**src/rtl/cpu_pkg.sv**
```systemverilog
// Shared encodings for the ALU and its request arbiter.
package cpu_pkg;

  localparam int ALU_WIDTH_DEFAULT = 16;

  typedef enum logic [1:0] {
    ALU_ADD = 2'b00,
    ALU_SUB = 2'b01,
    ALU_MUL = 2'b10,
    ALU_DIV = 2'b11
  } alu_op_e;

  typedef enum logic [1:0] {
    ARB_IDLE = 2'd0,
    ARB_BUSY = 2'd1,
    ARB_RESP = 2'd2
  } arb_state_e;

endpackage

```
**src/rtl/alu_arbiter_rr_pick2.sv**
```systemverilog
// Two-way round-robin select: on a tie the requester not served last wins.
module rr_pick2 (
  input  logic req0_i,
  input  logic req1_i,
  input  logic last_i,
  output logic win_o,
  output logic valid_o
);

  assign valid_o = req0_i | req1_i;
  assign win_o   = (req0_i & req1_i) ? ~last_i : req1_i;

endmodule

```
**src/rtl/alu_arbiter.sv**
```systemverilog
// Shares one multi-cycle ALU between two requesters: round-robin grant,
// start/done handshake with a bounded wait, and a one-cycle response.
module alu_arbiter
  import cpu_pkg::*;
#(
  parameter int WIDTH   = ALU_WIDTH_DEFAULT,
  parameter int TIMEOUT = 64
) (
  input  logic             Clock,
  input  logic             Reset_n,
  input  logic             Req0,
  input  logic             Req1,
  input  logic [1:0]       Req0_OP,
  input  logic [1:0]       Req1_OP,
  input  logic [WIDTH-1:0] Req0_A,
  input  logic [WIDTH-1:0] Req0_B,
  input  logic [WIDTH-1:0] Req1_A,
  input  logic [WIDTH-1:0] Req1_B,
  output logic             Grant0,
  output logic             Grant1,
  output logic             Resp0_Valid,
  output logic             Resp1_Valid,
  output logic [WIDTH-1:0] Resp_Result,
  output logic             Resp_Error,
  output logic [1:0]       ALUOP,
  output logic [WIDTH-1:0] ALU_A,
  output logic [WIDTH-1:0] ALU_B,
  output logic             ALU_Start,
  input  logic [WIDTH-1:0] ALU_Result,
  input  logic             ALU_Done
);

  localparam int TW = $clog2(TIMEOUT);
  localparam logic [TW-1:0] TIMER_LAST = TW'(TIMEOUT - 1);

  arb_state_e       state_q, state_d;
  logic             last_q, last_d;
  logic             owner_q, owner_d;
  logic [1:0]       op_q, op_d;
  logic [WIDTH-1:0] a_q, a_d;
  logic [WIDTH-1:0] b_q, b_d;
  logic [TW-1:0]    timer_q, timer_d;
  logic             start_q, start_d;
  logic [1:0]       grant_q, grant_d;
  logic [1:0]       resp_v_q, resp_v_d;
  logic [WIDTH-1:0] result_q, result_d;
  logic             error_q, error_d;

  logic pick_win;
  logic pick_valid;

  rr_pick2 u_pick (
    .req0_i (Req0),
    .req1_i (Req1),
    .last_i (last_q),
    .win_o  (pick_win),
    .valid_o(pick_valid)
  );

  always_ff @(posedge Clock or negedge Reset_n) begin
    if (!Reset_n) begin
      state_q  <= ARB_IDLE;
      last_q   <= 1'b1;
      owner_q  <= 1'b0;
      op_q     <= '0;
      a_q      <= '0;
      b_q      <= '0;
      timer_q  <= '0;
      start_q  <= 1'b0;
      grant_q  <= '0;
      resp_v_q <= '0;
      result_q <= '0;
      error_q  <= 1'b0;
    end else begin
      state_q  <= state_d;
      last_q   <= last_d;
      owner_q  <= owner_d;
      op_q     <= op_d;
      a_q      <= a_d;
      b_q      <= b_d;
      timer_q  <= timer_d;
      start_q  <= start_d;
      grant_q  <= grant_d;
      resp_v_q <= resp_v_d;
      result_q <= result_d;
      error_q  <= error_d;
    end
  end

  always_comb begin
    state_d  = state_q;
    last_d   = last_q;
    owner_d  = owner_q;
    op_d     = op_q;
    a_d      = a_q;
    b_d      = b_q;
    timer_d  = timer_q;
    start_d  = start_q;
    result_d = result_q;
    error_d  = error_q;
    grant_d  = '0;
    resp_v_d = '0;

    case (state_q)
      ARB_IDLE: begin
        if (pick_valid) begin
          op_d    = pick_win ? Req1_OP : Req0_OP;
          a_d     = pick_win ? Req1_A  : Req0_A;
          b_d     = pick_win ? Req1_B  : Req0_B;
          owner_d = pick_win;
          last_d  = pick_win;
          timer_d = '0;
          grant_d = pick_win ? 2'b10 : 2'b01;
          start_d = 1'b1;
          state_d = ARB_BUSY;
        end
      end
      ARB_BUSY: begin
        // Done is checked first so a completion on the last allowed cycle is not lost.
        if (ALU_Done) begin
          result_d = ALU_Result;
          error_d  = 1'b0;
          start_d  = 1'b0;
          resp_v_d = owner_q ? 2'b10 : 2'b01;
          state_d  = ARB_RESP;
        end else if (timer_q == TIMER_LAST) begin
          result_d = '0;
          error_d  = 1'b1;
          start_d  = 1'b0;
          resp_v_d = owner_q ? 2'b10 : 2'b01;
          state_d  = ARB_RESP;
        end else begin
          timer_d = timer_q + 1'b1;
        end
      end
      ARB_RESP: begin
        state_d = ARB_IDLE;
      end
      default: begin
        start_d = 1'b0;
        state_d = ARB_IDLE;
      end
    endcase
  end

  assign Grant0      = grant_q[0];
  assign Grant1      = grant_q[1];
  assign Resp0_Valid = resp_v_q[0];
  assign Resp1_Valid = resp_v_q[1];
  assign Resp_Result = result_q;
  assign Resp_Error  = error_q;
  assign ALUOP       = op_q;
  assign ALU_A       = a_q;
  assign ALU_B       = b_q;
  assign ALU_Start   = start_q;

endmodule

```
**config.mk**
```make
export PLATFORM = sky130hd
export DESIGN_NAME = alu_arbiter
export DESIGN_NICKNAME = d
export VERILOG_FILES = /design/src/rtl/cpu_pkg.sv /design/src/rtl/alu_arbiter_rr_pick2.sv /design/src/rtl/alu_arbiter.sv
export SDC_FILE = /design/constraint.sdc
export NUM_CORES = 1
export LEC_CHECK = 0
export CORE_MARGIN = 1.5
export CORE_UTILIZATION = 39
export CTS_CLUSTER_SIZE = 14
export DETAILED_ROUTE_END_ITERATION = 8
export GPL_ROUTABILITY_DRIVEN = 0
export PLACE_DENSITY_LB_ADDON = 0.3
export SLEW_MARGIN = 15
export SYNTH_ARGS = -nofsm -noshare
export SYNTH_HDL_FRONTEND = slang
export SYNTH_SLANG_ARGS = --single-unit
```
**constraint.sdc**
```tcl
create_clock -name Clock -period 2.2 [get_ports Clock]
set_clock_uncertainty 0.2 [all_clocks]
set_input_delay 0.22 -clock Clock [delete_from_list [all_inputs] [get_ports Clock]]
set_output_delay 0.22 -clock Clock [all_outputs]
set_load 0.01 [all_outputs]
```
==> flow_metrics.tcl <==
set metrics [dict create \
    syn-instance-count 220 \
    final_common_cell "clkdlybuf4s50_1" \
    antenna_found_initial 0 \
    p_seq_share_pct 38.5 \
    num_rows 30 \
    regToRegSetupSlack_ns 0.22 \
    period_minus_slack_ns 1.98 \
    drt_first_iter_violations 94 \
    endpoint "Resp_Result[9]" \
    dieArea_mm2 0.00760 \
    tritoncts_num_sinks 66 \
    p_int_w 0.00377 \
    finalHoldViolations 0 \
    place_ws_ns 0.161 \
    drcViolationCount 0 \
    fin_cells 467 \
    r2r-end "Resp_Result[9]" \
    synthesis.area_mm2 0.00276 \
    num_vias 2423 \
    layout_common_cells "clkdlybuf4s50_1 (143), dfrtp_1 (65), a221o_1 (34)" \
    tritoncts "built" \
    min_path_type "input port to async pin" \
    grt_pass1_wl_um 12100 \
    die_w_um 87.2 \
    setup_violations 0 \
    drive_gt1_share_pct 7.55 \
    maxSlewViolCount 0 \
    cts_root_buffer "clkbuf_8" \
    ys_types 35 \
    grt_max_degree 67 \
    post_cts_resized 0 \
    regArea_mm2 0.00165 \
    status "complete, no violations" \
    required_ns 2.28 \
    worstMarginPinSlew_ns 0.511 \
    grt-ovfl-total 0 \
    antennaDiodeCount 0 \
    syn_nets 310 \
    cp-start-kind "register" \
    ys_seq_elements 66 \
    timing.final.ws_setup_ns 0.218 \
    max_cap_violations 0 \
    crit_type "register to register" \
    reg2reg_from "timer_q[0]" \
    cp-startpoint "timer_q[0]" \
    leakage_nw 1.93 \
    cts_setup_buffers 0 \
    core_mm2 0.00683 \
    irDropWorstVdd_uv 551 \
    finalWirelength_um 7730 \
    switching_share_pct 30.9 \
    yosys_warnings 0 \
    synth.yosys.seq_area_share_pct 59.8 \
    die-height_um 87.2 \
    crit_fanout 19 \
    postRouteAntennaNets 0 \
    clkTransAtPathRegs_ns 0.07 \
    rr_worst_depth 4 \
    grt_usage_pct 20.8 \
    cts_hold_buf 1 \
    final_util_pct 66.4 \
    worstSetupEndpointType "register" \
    io_buffers 144 \
    initial_core_util_pct 40.4 \
    critPathArrivalTime_ns 2.06 \
    p_comb_share_pct 43.0 \
    ios 145 \
    holdWs_ns 0.215 \
    grt_pass1_vias 2518 \
    setup_tns_ns 0 \
    dpl.hpwl_um 5200 \
    p_per_area_mw_per_mm2 1200 \
    multi_input_comb_area_mm2 0.00103 \
    h-tree-depth 3 \
    p_clk_share_pct 18.6 \
    dpl.cell_count 452 \
    post_drt_wl_per_cell_um 16.6 \
    switchingPower_w 0.00169 \
    syn_avg_cell_area_um2 12.6 \
    layout.nets 458 \
    syn_to_final_growth_pct 64.3 \
    cts_max_path_buffers 2 \
    fin_crit_sh_pct 90.1 \
    max_slew_margin_pct 65.8 \
    fmax_ghz 0.504 \
    dr.pass1.iters 4 \
    rsz0062_at_grt "false" \
    fill_cells 522 \
    cts_inserted_buffers 9 \
    vias_per_cell 5.19 \
    clk-insertion-delay-late_ns 0.34 \
]
==> final cells by class <==
type / count / area share (%)
Sequential cell: 66 / 36.4
Inverter: 3 / 0.248
Clock inverter: 3 / 0.882
Timing Repair Buffer: 152 / 33.9
Tap cell: 96 / 2.65
Multi-Input combinational cell: 136 / 22.6
Clock buffer: 11 / 3.34
==> flip-flops by register name, summed over array words and instances, names as in the netlist <==
name,flops
last_q,1
grant_q,2
ALU_B,16
timer_q,6
owner_q,1
ALU_A,16
ALUOP,2
state_q,2
resp_v_q,2
ALU_Start,1
Resp_Result,16
Resp_Error,1
==> power by group through the flow <==
stage                     registers, W  logic, W  clock network, W
after floorplan                0.00229  0.000766                 0
after global placement         0.00209   0.00233                 0
after detailed placement       0.00210   0.00237                 0
after CTS                      0.00210   0.00238           0.00103
after global routing           0.00216   0.00253           0.00110
final                          0.00210   0.00235           0.00101
==> metal layers <==
metal	GRT usage [%]	up-vias	share of wire (%)
met3	5.59	17	5.5
li1	-	1131	-
met4	8.95	0	2.3
met2	35.1	80	50
met5	0	-	0
met1	25.1	1195	42
==> how the worst min path moves through the flow <==
stage / start / endpoint / slack, ns / cells after the start
6_report: Reset_n / Resp_Result[11] / 0.22 / 3
3_3_place_gp: Reset_n / ALU_Start / 0.07 / 2
5_1_grt: Reset_n / Resp_Result[11] / 0.27 / 3
3_5_place_dp: Reset_n / Resp_Result[11] / 0.07 / 2
2_1_floorplan: Reset_n / ALUOP[0] / -0.28 / 0
4_1_cts: Reset_n / state_q[0] / 0.23 / 3
==> stage by stage <==
step / cell area, µm² / total power (W)
final: 4540 / 0.00546
after global routing: 4540 / 0.00578
after CTS: 4540 / 0.00550
after detailed placement: 4340 / 0.00447
after global placement: 4340 / 0.00441
after floorplan: 2760 / 0.00306
==> critical path, cell delays in order, from the launching register on <==
cell and delay (ns):
dfrtp_1 0.46, ha_1 0.30, and4_1 0.27, o21ai_4 0.45, a22o_1 0.24
==> synth_stat cells, drive strengths merged <==
cell type,number,area share (%)
or4,1,0.27
nand2b,2,0.45
o211ai,2,0.54
ha,1,0.45
a22oi,1,0.27
dfrtp,65,59
a21oi,5,1.0
buf,12,2.6
a21o,2,0.54
o211a,1,0.36
nand2,6,0.82
inv,3,0.41
a211oi,1,0.27
a211o,1,0.32
a31oi,1,0.23
a221o,34,12
and2,36,8.2
nor3,1,0.18
dfstp,1,0.95
and4,1,0.32
nand3,6,1.1
nor2,5,0.68
clkbuf,3,0.41
nand4,5,1.1
o21ai,5,1.3
and2b,1,0.27
nand4b,1,0.32
a22o,16,5.1
and3,1,0.23
==> cell families (layout without fill, tap and decap cells) <==
kind of cell	Yosys count	after routing	synth area share, %
AND/OR/NAND/NOR	66	66	14.0
AO/OA/AOI/OAI	69	69	22.3
buffers and inverters	18	169	3.44
flip-flops	66	66	59.8
adder cells (fa/ha/maj)	1	1	0.453
Power figures use the tool's default switching activity.
